<file path="config.mk">
export PLATFORM = sky130hd
export DESIGN_NAME = fp_divider
export DESIGN_NICKNAME = d
export VERILOG_FILES = /design/src/rtl/fp_divider_pkg.sv /design/src/rtl/fp_classify.sv /design/src/rtl/fp_divider.sv
export SDC_FILE = /design/constraint.sdc
export NUM_CORES = 1
export LEC_CHECK = 0
export CAP_MARGIN = 10
export CORE_MARGIN = 2
export CORE_UTILIZATION = 50
export DETAILED_ROUTE_END_ITERATION = 8
export GPL_TIMING_DRIVEN = 0
export PLACE_DENSITY = 0.7
export RECOVER_POWER = 100
export SYNTH_ARGS = -nofsm -noshare
export SYNTH_HDL_FRONTEND = slang
export SYNTH_SLANG_ARGS = --single-unit
</file>
<file path="constraint.sdc">
create_clock -name clk -period 8.2 [get_ports clk]
set_clock_uncertainty 0.15 [all_clocks]
set_input_delay 2.46 -clock clk [delete_from_list [all_inputs] [get_ports clk]]
set_output_delay 2.46 -clock clk [all_outputs]
set_load 0.01 [all_outputs]
</file>
<file path="src/rtl/fp_divider_pkg.sv">
// Shared FP32 constants, FSM encoding and payload types for the iterative divider.
package fp_divider_pkg;

    localparam int unsigned EXP_W  = 8;
    localparam int unsigned MANT_W = 23;
    localparam int unsigned FP_W   = 1 + EXP_W + MANT_W;
    localparam int unsigned SIG_W  = MANT_W + 1;
    localparam int unsigned SUM_W  = SIG_W + 1;
    localparam int unsigned REM_W  = SIG_W + 1;
    localparam int unsigned ITERS  = 26;
    localparam int unsigned CNT_W  = 5;
    localparam int unsigned EXPI_W = 10;
    localparam int unsigned BIAS   = 127;

    localparam logic [FP_W-1:0] QNAN    = 32'h7FC0_0000;
    localparam logic [FP_W-1:0] POS_INF = 32'h7F80_0000;

    typedef enum logic [1:0] {
        IDLE = 2'd0,
        DIV  = 2'd1,
        NORM = 2'd2,
        DONE = 2'd3
    } state_t;

    typedef struct packed {
        logic              sign;
        logic [EXP_W-1:0]  exp;
        logic [MANT_W-1:0] mant;
    } fp32_t;

    function automatic logic [FP_W-1:0] signed_inf(input logic s);
        return {s, POS_INF[FP_W-2:0]};
    endfunction

    function automatic logic [FP_W-1:0] signed_zero(input logic s);
        return {s, {(FP_W-1){1'b0}}};
    endfunction

endpackage

</file>
<file path="src/rtl/fp_classify.sv">
// Combinational FP32 operand classifier (sign excluded); shared with the multiplier.
module fp_classify
    import fp_divider_pkg::*;
(
    input  logic [FP_W-2:0] mag,
    output logic            zero_c,
    output logic            inf_c,
    output logic            nan_c,
    output logic            denorm_c
);

    logic exp_zero;
    logic exp_ones;
    logic mant_zero;

    always_comb begin
        exp_zero  = (mag[FP_W-2:MANT_W] == '0);
        exp_ones  = (mag[FP_W-2:MANT_W] == '1);
        mant_zero = (mag[MANT_W-1:0] == '0);
        zero_c    = exp_zero & mant_zero;
        denorm_c  = exp_zero & ~mant_zero;
        inf_c     = exp_ones & mant_zero;
        nan_c     = exp_ones & ~mant_zero;
    end

endmodule

</file>
<file path="src/rtl/fp_divider.sv">
// Iterative IEEE-754 single-precision divider: restoring mantissa division,
// one quotient bit per cycle, round-to-nearest-even, denormals flushed to zero.
module fp_divider
    import fp_divider_pkg::*;
(
    input  logic            clk,
    input  logic            rst_n,
    input  logic            in_valid,
    output logic            in_ready,
    input  logic [FP_W-1:0] a,
    input  logic [FP_W-1:0] b,
    output logic            out_valid,
    input  logic            out_ready,
    output logic [FP_W-1:0] quotient,
    output logic            div_by_zero,
    output logic            invalid
);

    state_t state;

    logic              sign_q;
    logic [SIG_W-1:0]  divisor_q;
    logic [REM_W-1:0]  rem_q;
    logic [ITERS-1:0]  quo_q;
    logic [EXPI_W-1:0] exp_q;
    logic [CNT_W-1:0]  cnt_q;

    fp32_t fa;
    fp32_t fb;
    assign fa = a;
    assign fb = b;

    logic a_zero, a_inf, a_nan, a_den;
    logic b_zero, b_inf, b_nan, b_den;

    fp_classify u_class_a (
        .mag      (a[FP_W-2:0]),
        .zero_c   (a_zero),
        .inf_c    (a_inf),
        .nan_c    (a_nan),
        .denorm_c (a_den)
    );

    fp_classify u_class_b (
        .mag      (b[FP_W-2:0]),
        .zero_c   (b_zero),
        .inf_c    (b_inf),
        .nan_c    (b_nan),
        .denorm_c (b_den)
    );

    // Operand setup and special-case resolution at acceptance
    logic              sign_c;
    logic              a_z, b_z;
    logic [SIG_W-1:0]  ma_c, mb_c;
    logic              a_lt_b_c;
    logic [EXPI_W-1:0] exp_init_c;
    logic              spec_c;
    logic [FP_W-1:0]   spec_q_c;
    logic              spec_dz_c;
    logic              spec_inv_c;

    always_comb begin
        sign_c     = fa.sign ^ fb.sign;
        a_z        = a_zero | a_den;
        b_z        = b_zero | b_den;
        ma_c       = {1'b1, fa.mant};
        mb_c       = {1'b1, fb.mant};
        a_lt_b_c   = (ma_c < mb_c);
        exp_init_c = EXPI_W'(fa.exp) - EXPI_W'(fb.exp) + EXPI_W'(BIAS)
                   - EXPI_W'(a_lt_b_c);

        spec_c     = 1'b0;
        spec_q_c   = '0;
        spec_dz_c  = 1'b0;
        spec_inv_c = 1'b0;
        if (a_nan | b_nan | (a_z & b_z) | (a_inf & b_inf)) begin
            spec_c     = 1'b1;
            spec_q_c   = QNAN;
            spec_inv_c = 1'b1;
        end else if (b_z) begin
            spec_c    = 1'b1;
            spec_q_c  = signed_inf(sign_c);
            spec_dz_c = ~a_inf;
        end else if (a_inf) begin
            spec_c   = 1'b1;
            spec_q_c = signed_inf(sign_c);
        end else if (a_z | b_inf) begin
            spec_c   = 1'b1;
            spec_q_c = signed_zero(sign_c);
        end
    end

    // One restoring-division step
    logic             ge_c;
    logic [REM_W-1:0] rem_sub_c;
    logic [REM_W-1:0] rem_nxt_c;

    always_comb begin
        ge_c      = (rem_q >= REM_W'(divisor_q));
        rem_sub_c = ge_c ? (rem_q - REM_W'(divisor_q)) : rem_q;
        rem_nxt_c = rem_sub_c << 1;
    end

    // Rounding, renormalisation and range clamp of the finished quotient
    logic              guard_c;
    logic              sticky_c;
    logic              round_up_c;
    logic [SUM_W-1:0]  rnd_sum_c;
    logic [EXPI_W-1:0] exp_fin_c;
    logic [MANT_W-1:0] frac_c;
    logic [FP_W-1:0]   norm_q_c;

    always_comb begin
        guard_c    = quo_q[1];
        sticky_c   = quo_q[0] | (|rem_q);
        round_up_c = guard_c & (sticky_c | quo_q[2]);
        rnd_sum_c  = {1'b0, quo_q[ITERS-1:2]} + SUM_W'(round_up_c);
        exp_fin_c  = exp_q + EXPI_W'(rnd_sum_c[SUM_W-1]);
        frac_c     = rnd_sum_c[SUM_W-1] ? rnd_sum_c[SUM_W-2:1]
                                        : rnd_sum_c[MANT_W-1:0];
        if ($signed(exp_fin_c) >= 10'sd255) begin
            norm_q_c = signed_inf(sign_q);
        end else if ($signed(exp_fin_c) <= 10'sd0) begin
            norm_q_c = signed_zero(sign_q);
        end else begin
            norm_q_c = {sign_q, exp_fin_c[EXP_W-1:0], frac_c};
        end
    end

    // Control FSM and datapath registers
    always_ff @(posedge clk) begin
        if (!rst_n) begin
            state       <= IDLE;
            in_ready    <= 1'b1;
            out_valid   <= 1'b0;
            quotient    <= '0;
            div_by_zero <= 1'b0;
            invalid     <= 1'b0;
            sign_q      <= 1'b0;
            divisor_q   <= '0;
            rem_q       <= '0;
            quo_q       <= '0;
            exp_q       <= '0;
            cnt_q       <= '0;
        end else begin
            case (state)
                IDLE: begin
                    if (in_valid && in_ready) begin
                        in_ready <= 1'b0;
                        if (spec_c) begin
                            quotient    <= spec_q_c;
                            div_by_zero <= spec_dz_c;
                            invalid     <= spec_inv_c;
                            out_valid   <= 1'b1;
                            state       <= DONE;
                        end else begin
                            sign_q    <= sign_c;
                            divisor_q <= mb_c;
                            rem_q     <= a_lt_b_c ? {ma_c, 1'b0} : {1'b0, ma_c};
                            quo_q     <= '0;
                            exp_q     <= exp_init_c;
                            cnt_q     <= '0;
                            state     <= DIV;
                        end
                    end
                end
                DIV: begin
                    rem_q <= rem_nxt_c;
                    quo_q <= {quo_q[ITERS-2:0], ge_c};
                    cnt_q <= cnt_q + CNT_W'(1);
                    if (cnt_q == CNT_W'(ITERS - 1)) begin
                        state <= NORM;
                    end
                end
                NORM: begin
                    quotient    <= norm_q_c;
                    div_by_zero <= 1'b0;
                    invalid     <= 1'b0;
                    out_valid   <= 1'b1;
                    state       <= DONE;
                end
                DONE: begin
                    if (out_ready) begin
                        out_valid <= 1'b0;
                        in_ready  <= 1'b1;
                        state     <= IDLE;
                    end
                end
                default: begin
                    state     <= IDLE;
                    in_ready  <= 1'b1;
                    out_valid <= 1'b0;
                end
            endcase
        end
    end

endmodule
</file>
==> results by group, run 1 <==
Yosys
  – Most common cell in the netlist: nand2_1
  – Area share of the largest cell type after synthesis: 0.2907
  – Synthesized area: slightly below 9000 sq um
  – Post-synth EDFFs: 0
  – Seq/Total Area, Yosys: 0.2907
  – YS warnings: 0
  – Post-synth top area cell: dfxtp_1
  – Mean Syn Cell Area: 7.773 sq um
  – FFs w/ async S/R, synth: 0
  – Synth top cells by count: nand2_1, dfxtp_1, a21oi_1, inv_1, ha_1
  – Synth unique cells: 79
  – Ranking of synthesized cells by area: dfxtp_1, ha_1, nand2_1
  – Yosys reg bits: 129
  – Cells after Synth: 1,143
  – Syn nets: 1,285
  – Synth Flop Type: dfxtp_1

GRT
  – Largest net degree at the start of global routing: 17
  – Total gr overflow: 0
  – Initial antenna violation count: 0
  – First-pass GRT wire length: about 42,000 um
  – GRT Total Usage: 0.2827
  – Vias in the first global route: 8,198

Pwr
  – Total Power: 4.099 mW
  – Peak VDD IR: approximately 0.0002 V
  – Clock power share: 0.184
  – Power Internal: 2.153 mW
  – PwrDens: 382.9 nW/um^2
  – Switching Fraction: 0.4747
  – Leakage: about 4.3 nW
  – Part of the power in registers: 0.207
  – Comb pwr share: 0.608
  – P_sw: 1.946 mW

CTS
  – Clock Path Buffers: 2
  – Setup bufs post-CTS: 0
  – Hold buffers post-CTS: 0
  – Worst-skew pair later-pin latency: 0.42 ns
  – Post-cts gate resize count: 0
  – Clock root buffer: clkbuf_16
  – Clk sinks: 129
  – H-tree levels: 4
  – CTS buffer count: 17
  – Clock transition at the registers of the reported paths: 0.07 ns
  – CTS tree: built

Timing
  – TNS Setup: 0 ns
  – Period utilisation layout: 0.8220
  – Slew headroom: 0.5377
  – Period minus WS final: 6.741 ns
  – Final setup viols: 0
  – Setup ws final: 1.459 ns
  – Fin. Hold Viols: 0
  – Worst hold slack: 0.2968 ns
  – Fmax achieved: 148.4 MHz
  – Unrepaired setup endpoints after global routing: no
  – Slew Viols, Final: 0
  – Slew @ Worst Pin: 0.6903 ns

Route
  – Vias: ~8,800
  – Routed vias/inst: 5.829
  – Avg WL per Cell: 17.18 um
  – DRT iter0 DRCs: 721
  – Post-Route WL: 25,820 um
  – Post-route ant nets: 0
  – DRC errors left: 0
  – First drt pass iteration count: 5

Cells and area
  – Layout cells sized above 1: 0.05790
  – Layout Nets: 1,407
  – Number of diodes: 0
  – Synth-to-Final Area Change: 20.49%
  – Finished Cell Area: 10,710 sq um
  – Final cell count without fillers: 1,503
  – Fin util: 0.6168

Floorplan
  – Die Footprint: 18,850 sq um
  – I/O pin count: 104
  – Horiz. Die Dim: 137.3 um
  – Starting density of the core: 0.5119
  – Die Height: ~140 um
  – Core box area: 17,360 sq um
  – Row count: 48

Run
  – Max-cap viol count: 0

Place
  – Dpl ws: approximately 1.4 ns
  – DP Area: 10,200 sq um
  – Final HPWL DP: 20,140 um
  – Gp weighted congestion: 0.9240
  – IO Port Bufs: around 100
  – Dpl cells: 1,471

Setup path
  – Crit path max fanout: 6
  – CP Data Required Time: 8.35 ns
  – Worst setup EP type: flop
  – WS Path Type: input pin to flop
  – Data arrival, critical path: around 6.9 ns
  – Worst R2R Path Depth: 19
  – Worst setup SP type: input pin

Run status
  – Status: finished, final reports clean

Hold path
  – Hold Path Stages: 2
  – HP Class: flop to flop
-- power groups by stage --
stage | Combinational (mW) | Sequential [mW] | Clock (mW)
after floorplan | 1.88 | 0.831 | 0
after global placement | 2.44 | 0.857 | 0
after detailed placement | 2.46 | 0.860 | 0
after CTS | 2.49 | 0.847 | 0.759
after global routing | 2.75 | 0.863 | 0.783
final | 2.49 | 0.850 | 0.755
-- layer usage --
metal / GRT usage / vias to the layer above / wire (um)
met2: 0.4453 / 328 / 11560
met5: 0 / - / 0
met3: 0.05850 / 35 / 1921
li1: - / 4325 / -
met4: 0.06987 / 0 / 380
met1: 0.3950 / 4073 / 11960
-- worst max-delay path, stage by stage --
cell and delay [ns]:
dlygate4sd3_1 0.58, inv_1 0.06, ha_1 0.30, and4_1 0.20, a2111oi_0 0.31, o21ai_0 0.16
a31oi_1 0.60, inv_1 0.28, ha_1 0.27, ha_1 0.21, fa_1 0.41, a21o_1 0.17
a21oi_1 0.17, nand2b_1 0.14, a21boi_0 0.09, or3_1 0.31, nand3_1 0.09, a21oi_1 0.06
-- flip-flops by register name, indices dropped and copies added, names as in the netlist, 2 cells and up --
signal     flops
state          2
exp_q         10
quo_q         26
divisor_q     24
quotient      32
rem_q         25
cnt_q          5
-- logic make-up (layout without fill, tap and decap cells) --
family,after synthesis,after routing,synth area share
buf+inv,130,265,0.06239
flops,129,129,0.2907
mux,32,32,0.03746
simple gates,404,404,0.2170
fa+ha+maj,74,74,0.1067
compound gates,314,314,0.2257
xor+xnor,60,60,0.05999
-- final cells by class --
cell class / instances / area [sq um]
fill: 1635 / 6651
inverter: 79 / 296.5
tap: 225 / 281.5
sequential: 129 / 2582
buffer: 51 / 217.7
timing repair buffer: 103 / 1031
clock inverter: 14 / 141.4
multi-input combinational: 884 / 5715
clock buffer: 18 / 439.2
-- cells in the final DEF (no fill, tap or decap), drive strengths merged, types with 5 or more instances in the layout --
| cell | instances |
|---|---|
| nand4 | 22 |
| or3 | 7 |
| a21o | 31 |
| a22oi | 10 |
| a31oi | 9 |
| a211oi | 5 |
| and2 | 5 |
| nor4 | 24 |
| dlygate4sd3 | 39 |
| nand2b | 9 |
| nand2 | 177 |
| o211ai | 10 |
| mux2i | 22 |
| clkbuf | 55 |
| dfxtp | 129 |
| nor2b | 11 |
| buf | 14 |
| o221ai | 6 |
| nor3 | 23 |
| xor2 | 31 |
| nand3 | 44 |
| xnor2 | 29 |
| and3 | 9 |
| mux2 | 10 |
| ha | 71 |
| nor2 | 62 |
| a22o | 10 |
| a21oi | 123 |
| inv | 88 |
| o21ai | 68 |
| clkdlybuf4s50 | 64 |
-- worst paths after layout --
kind | end | slack [ns] | start
worst max-delay path | exp_q[7] | 1.46 | b[6]
worst min-delay path | quotient[19] | 0.30 | quotient[19]
worst max register to register | quotient[17] | 3.01 | quo_q[2]
worst min register to register | quotient[19] | 0.30 | quotient[19]
(Power assumes the default switching activity.)
==> inputs of run 2 (changes only) <==
==> constraint.sdc (replaced) <==
create_clock -name clk -period 6.77 [get_ports clk]
set_clock_uncertainty 0.15 [all_clocks]
set_input_delay 2.031 -clock clk [delete_from_list [all_inputs] [get_ports clk]]
set_output_delay 2.031 -clock clk [all_outputs]
set_load 0.01 [all_outputs]
==> run 2 against run 1 <==
Net effect:
- non-clock buffer count is the same
- core utilization shrank 0.10 points
- critical path depth is the same
- final area shrank 0.16%
- largest cell class unchanged
==> results by group, run 2 (synthesis gave the netlist of run 1 again) <==
Run status
  – Status: finished, final reports clean

GRT
  – First-pass GRT wire length: 41,810 um
  – GRT Total Usage: 0.2827
  – Largest net degree at the start of global routing: 17
  – Initial antenna violation count: 0
  – Total gr overflow: 0
  – Vias in the first global route: 8,198

Cells and area
  – Fin util: 0.6158
  – Reg with most FFs: quotient
  – Layout cells sized above 1: 0.05556
  – Synth-to-Final Area Change: 20.29%
  – Fill cell total of the finished layout: 1,635
  – Layout Nets: 1,407
  – Most frequent cells in the layout: nand2_1, dfxtp_1, a21oi_1
  – Finished Cell Area: between 10,000 and 15,000 sq um
  – Largest regs: quotient: 32 flops, quo_q: 26 flops, rem_q: 25 flops
  – Commonest non-fill, non-tap cell in the layout: nand2_1
  – Number of diodes: 0
  – Max reg flops: 32

Timing
  – Period utilisation layout: 0.8974
  – Fmax achieved: ~160 MHz
  – Slew Viols, Final: 0
  – Slew headroom: 0.5057
  – Final setup viols: 0
  – Slew @ Worst Pin: 0.7347 ns
  – TNS Setup: 0 ns
  – Fin. Hold Viols: 0
  – Period minus WS final: 6.075 ns
  – Unrepaired setup endpoints after global routing: no

Floorplan
  – Core box area: 17,360 sq um
  – Die Height: 137.3 um
  – Row count: 48
  – Horiz. Die Dim: around 140 um
  – I/O pin count: between 100 and 150
  – Starting density of the core: 0.5119
  – Die Footprint: 18,850 sq um

Pwr
  – Clock power share: 0.184
  – Leakage: 4.333 nW
  – Total Power: 4.951 mW
  – Comb pwr share: 0.608
  – P_sw: ~2.3 mW
  – Peak VDD IR: 0.0002405 V
  – Power Internal: 2.607 mW
  – Switching Fraction: 0.4736
  – PwrDens: 463.3 nW/um^2
  – Part of the power in registers: 0.208

Setup path
  – Worst setup SP type: input pin
  – Crit path max fanout: 6
  – CP top delay family: compound AO/OA/AOI/OAI gates
  – Slowest-stage cell, CP: dlygate4sd3_1
  – Data arrival, critical path: approximately 6.2 ns
  – WS Path Type: input pin to flop
  – Most frequent CP cell: ha_1
  – Worst R2R Path Depth: 19
  – Crit-path cells: dlygate4sd3_1, inv_1, ha_1, and4_1, a2111oi_0, o21ai_0, a31oi_2, inv_1, ha_1, ha_1, fa_1, a21o_1, a21oi_1, nand2b_1, a21boi_0, or3_1, nand3_1, a21oi_1
  – CP Data Required Time: 6.91 ns
  – Crit. path cell count: 18
  – Worst setup EP type: flop
  – Worst Path Buf+Inv: 3
  – Max incr delay on CP: between 0.5 and 0.6 ns

Place
  – DP Area: 10,200 sq um
  – Final HPWL DP: slightly above 20,000 um
  – IO Port Bufs: 103
  – Gp weighted congestion: 0.9240

CTS
  – Clock transition at the registers of the reported paths: 0.07 ns
  – Worst-skew pair later-pin latency: 0.42 ns
  – Hold buffers post-CTS: 0
  – H-tree levels: 4
  – Setup bufs post-CTS: 0
  – CTS buffer count: 17
  – Post-cts gate resize count: 0
  – Clock root buffer: clkbuf_16
  – Clk sinks: 129
  – Clock Path Buffers: 2
  – CTS tree: built

Route
  – Vias: 8,773
  – Routed wl met2: approximately 12,000 um
  – DRT iter0 DRCs: roughly 750
  – Routed vias/inst: 5.837
  – DRC errors left: 0
  – Post-Route WL: about 26,000 um
  – Met3 routed wirelength: 1733 um
  – Top layer in use: met4
  – Met1 WL: around 12,000 um
  – Avg WL per Cell: 17.15 um
  – First drt pass iteration count: 8
  – Post-route ant nets: 0

Hold path
  – Hold Path Stages: 2
  – HP Class: flop to flop

Run
  – Max-cap viol count: 0
## run 2: cell counts in the layout (fill, tap and decap cells not counted)
Identical to the previous run, type by type.
## run 2: path summary, 6_finish.rpt
path / startpoint / endpoint / slack (ns)
worst min register to register: quotient[19] / quotient[19] / 0.30
worst max-delay path: b[6] / exp_q[7] / 0.69
worst max register to register: quo_q[2] / quotient[17] / 1.05
worst min-delay path: quotient[19] / quotient[19] / 0.30
## run 2: worst reg2reg max path: stages (launching register included)
cell	delay, ns
dfxtp_1	0.42
and2_0	0.21
ha_1	0.20
nand3_1	0.18
nor4_1	0.67
and2_0	0.36
nand4_1	0.28
inv_1	0.20
ha_1	0.21
ha_1	0.24
nand3_1	0.14
nor2_1	0.32
and3_1	0.25
xnor2_1	0.23
o41ai_1	0.21
nand2_1	0.20
and4_1	0.20
clkbuf_1	0.38
nand2_1	0.35
o21ai_0	0.25
## run 2: per-layer routing
layer	vias up	track usage
met5	-	0
met4	0	0.06987
met3	33	0.05850
met2	299	0.4453
met1	4122	0.3950
li1	4319	-
## run 2: final cells by class
class / instances / area, sq um / area share
repair buffers: 103 / 1031 / 0.09646
multi-input cells: 884 / 5698 / 0.5331
flip-flops and latches: 129 / 2582 / 0.2416
inverters: 79 / 296.5 / 0.02775
well taps: 225 / 281.5 / 0.02634
clock buffers: 18 / 439.2 / 0.04109
clock inverters: 14 / 141.4 / 0.01323
plain buffers: 51 / 217.7 / 0.02037
## run 2: stage by stage
step           cells  hold WS, ns  setup WS [ns]
5_1_grt         1503       0.3164         0.2781
4_1_cts         1503       0.3002         0.8158
6_report        1503       0.2968         0.6946
3_3_place_gp    1471       0.2843         0.3935
2_1_floorplan   1143       0.2863          1.416
3_5_place_dp    1471       0.2910         0.4053
## run 2: power by group through the flow
stage          Clock, mW  Sequential, mW  Combinational (mW)
2_1_floorplan          0            1.01                2.28
3_3_place_gp           0            1.04                2.96
3_5_place_dp           0            1.04                2.98
4_1_cts            0.920            1.03                3.01
5_1_grt            0.949            1.04                3.32
6_report           0.912            1.03                3.01
==> inputs of run 3 (changes only) <==
==> constraint.sdc (replaced) <==
create_clock -name clk -period 6.77 [get_ports clk]
set_clock_uncertainty 0.15 [all_clocks]
set_input_delay 1.0155 -clock clk [delete_from_list [all_inputs] [get_ports clk]]
set_output_delay 1.0155 -clock clk [all_outputs]
set_load 0.01 [all_outputs]
==> run 3 against run 2 <==
Net effect:
- sequential cell count stayed put
- clock power hardly changed
- global-route usage is essentially flat
- via count barely moved
- final area about the same
- sequential power barely moved
- critical path depth increased by 1
- count of clock-buffer cells in the layout stayed put
- critical path type is now flop to flop
- critical endpoint is now quotient[20]
- largest cell class unchanged
- largest power group unchanged
==> results by group, run 3 (synthesis gave the netlist of run 1 again) <==
Cells and area
  – Most frequent cells in the layout: nand2_1, dfxtp_1, a21oi_1
  – Finished Cell Area: 10,690 sq um
  – Layout Nets: 1,407
  – Synth-to-Final Area Change: 20.34%
  – Max reg flops: 32
  – Largest regs: quotient: 32 flops, quo_q: 26 flops, rem_q: 25 flops
  – Reg with most FFs: quotient
  – Layout cells sized above 1: 0.05556
  – Commonest non-fill, non-tap cell in the layout: nand2_1
  – Number of diodes: 0

Setup path
  – CP Data Required Time: 6.96 ns
  – Crit path max fanout: 10
  – Worst setup EP type: flop
  – Worst setup SP type: flop
  – Data arrival, critical path: 5.79 ns
  – WS Path Type: flop to flop

CTS
  – Hold buffers post-CTS: 0
  – Clock root buffer: clkbuf_16
  – Setup bufs post-CTS: 0
  – Worst-skew pair later-pin latency: 0.42 ns
  – Post-cts gate resize count: 0
  – Clk sinks: 129
  – CTS tree: built
  – H-tree levels: 4
  – Clock Path Buffers: 2
  – CTS buffer count: 17
  – Clock transition at the registers of the reported paths: approximately 0.060 ns

Timing
  – Slew headroom: 0.5057
  – Fin. Hold Viols: 0
  – Unrepaired setup endpoints after global routing: no
  – Period minus WS final: between 5 and 6 ns
  – Slew Viols, Final: 0
  – Slew @ Worst Pin: 0.7347 ns
  – Fmax achieved: 178.8 MHz
  – TNS Setup: 0 ns
  – Final setup viols: 0
  – Period utilisation layout: 0.8261

Place
  – DP Area: around 10,000 sq um
  – Gp weighted congestion: 0.9240
  – Final HPWL DP: 20,140 um
  – IO Port Bufs: 103

Route
  – First drt pass iteration count: 7
  – Avg WL per Cell: 17.20 um
  – Vias: 8,768
  – DRT iter0 DRCs: 721
  – DRC errors left: 0
  – Post-Route WL: 25,850 um
  – Routed vias/inst: 5.834
  – Post-route ant nets: 0

Floorplan
  – Die Footprint: roughly 19,000 sq um
  – Starting density of the core: 0.5119
  – Row count: 48
  – I/O pin count: 104
  – Core box area: 17,360 sq um
  – Die Height: 137.3 um
  – Horiz. Die Dim: 137.3 um

Pwr
  – Leakage: 4.350 nW
  – Total Power: 4.965 mW
  – Switching Fraction: 0.4748
  – P_sw: 2.357 mW
  – Part of the power in registers: 0.207
  – Clock power share: 0.184
  – Power Internal: about 2.6 mW
  – PwrDens: 464.4 nW/um^2
  – Comb pwr share: 0.609
  – Peak VDD IR: 0.0002412 V

GRT
  – GRT Total Usage: 0.2828
  – Initial antenna violation count: 0
  – First-pass GRT wire length: 41,820 um
  – Total gr overflow: 0
  – Vias in the first global route: approximately 8,000
  – Largest net degree at the start of global routing: 17

Hold path
  – HP Class: flop to flop

Run
  – Max-cap viol count: 0

Run status
  – Status: finished, final reports clean
==> run 3: cell counts in the layout (fill, tap and decap cells not counted) <==
No cell type changed its count.
==> run 3: layout make-up <==
cell class | count | area [sq um]
fillers | 1636 | 6665
multi-input cells | 884 | 5702
flip-flops and latches | 129 | 2582
repair buffers | 103 | 1031
clock buffers | 18 | 439.2
inverters | 79 | 296.5
well taps | 225 | 281.5
plain buffers | 51 | 217.7
clock inverters | 14 | 141.4
==> run 3: final timing paths <==
kind | startpoint | endpoint | slack (ns) | depth (start not counted)
worst max-delay path | quo_q[2] | quotient[20] | 1.18 | 19
worst min-delay path | quotient[19] | quotient[19] | 0.30 | 2
worst max register to register | quo_q[2] | quotient[20] | 1.18 | 19
worst min register to register | quotient[19] | quotient[19] | 0.30 | 2
==> run 3: stage by stage <==
stage	hold WS (ns)	setup slack (ns)	util	instances
after floorplan	0.2863	2.432	-	1143
after global placement	0.2843	1.409	0.5875	1471
after detailed placement	0.2910	1.421	0.5875	1471
after CTS	0.3002	1.831	0.6210	1503
after global routing	0.3164	0.7537	0.6160	1503
final	0.2962	1.177	0.6160	1503
==> run 3: power by group through the flow <==
stage          clock (mW)  combinational, mW  sequential (mW)
2_1_floorplan           0               2.28             1.01
3_3_place_gp            0               2.96             1.04
3_5_place_dp            0               2.98             1.04
4_1_cts             0.920               3.01             1.03
5_1_grt             0.949               3.32             1.05
6_report            0.912               3.02             1.03
==> run 3: critical path: stages (launching register included) <==
cell and delay [ns]:
dfxtp_1 0.42, and2_0 0.22, ha_1 0.20, nand3_1 0.18
nor4_1 0.66, and2_0 0.36, nand4_1 0.28, inv_1 0.20
ha_1 0.21, ha_1 0.24, nand3_1 0.14, nor2_1 0.32
and3_1 0.27, xnor2_2 0.17, o41ai_1 0.17, nand2_1 0.19
and4_1 0.20, clkbuf_1 0.43, nand2_1 0.26, o21ai_0 0.23
==> run 3: metal layers <==
| layer | wire (um) | up-vias | global-route usage |
|---|---|---|---|
| li1 | - | 4320 | - |
| met1 | 12220 | 4143 | 0.3955 |
| met2 | 11630 | 276 | 0.4464 |
| met3 | 1695 | 29 | 0.05776 |
| met4 | 308 | 0 | 0.06816 |
| met5 | 0 | - | 0 |
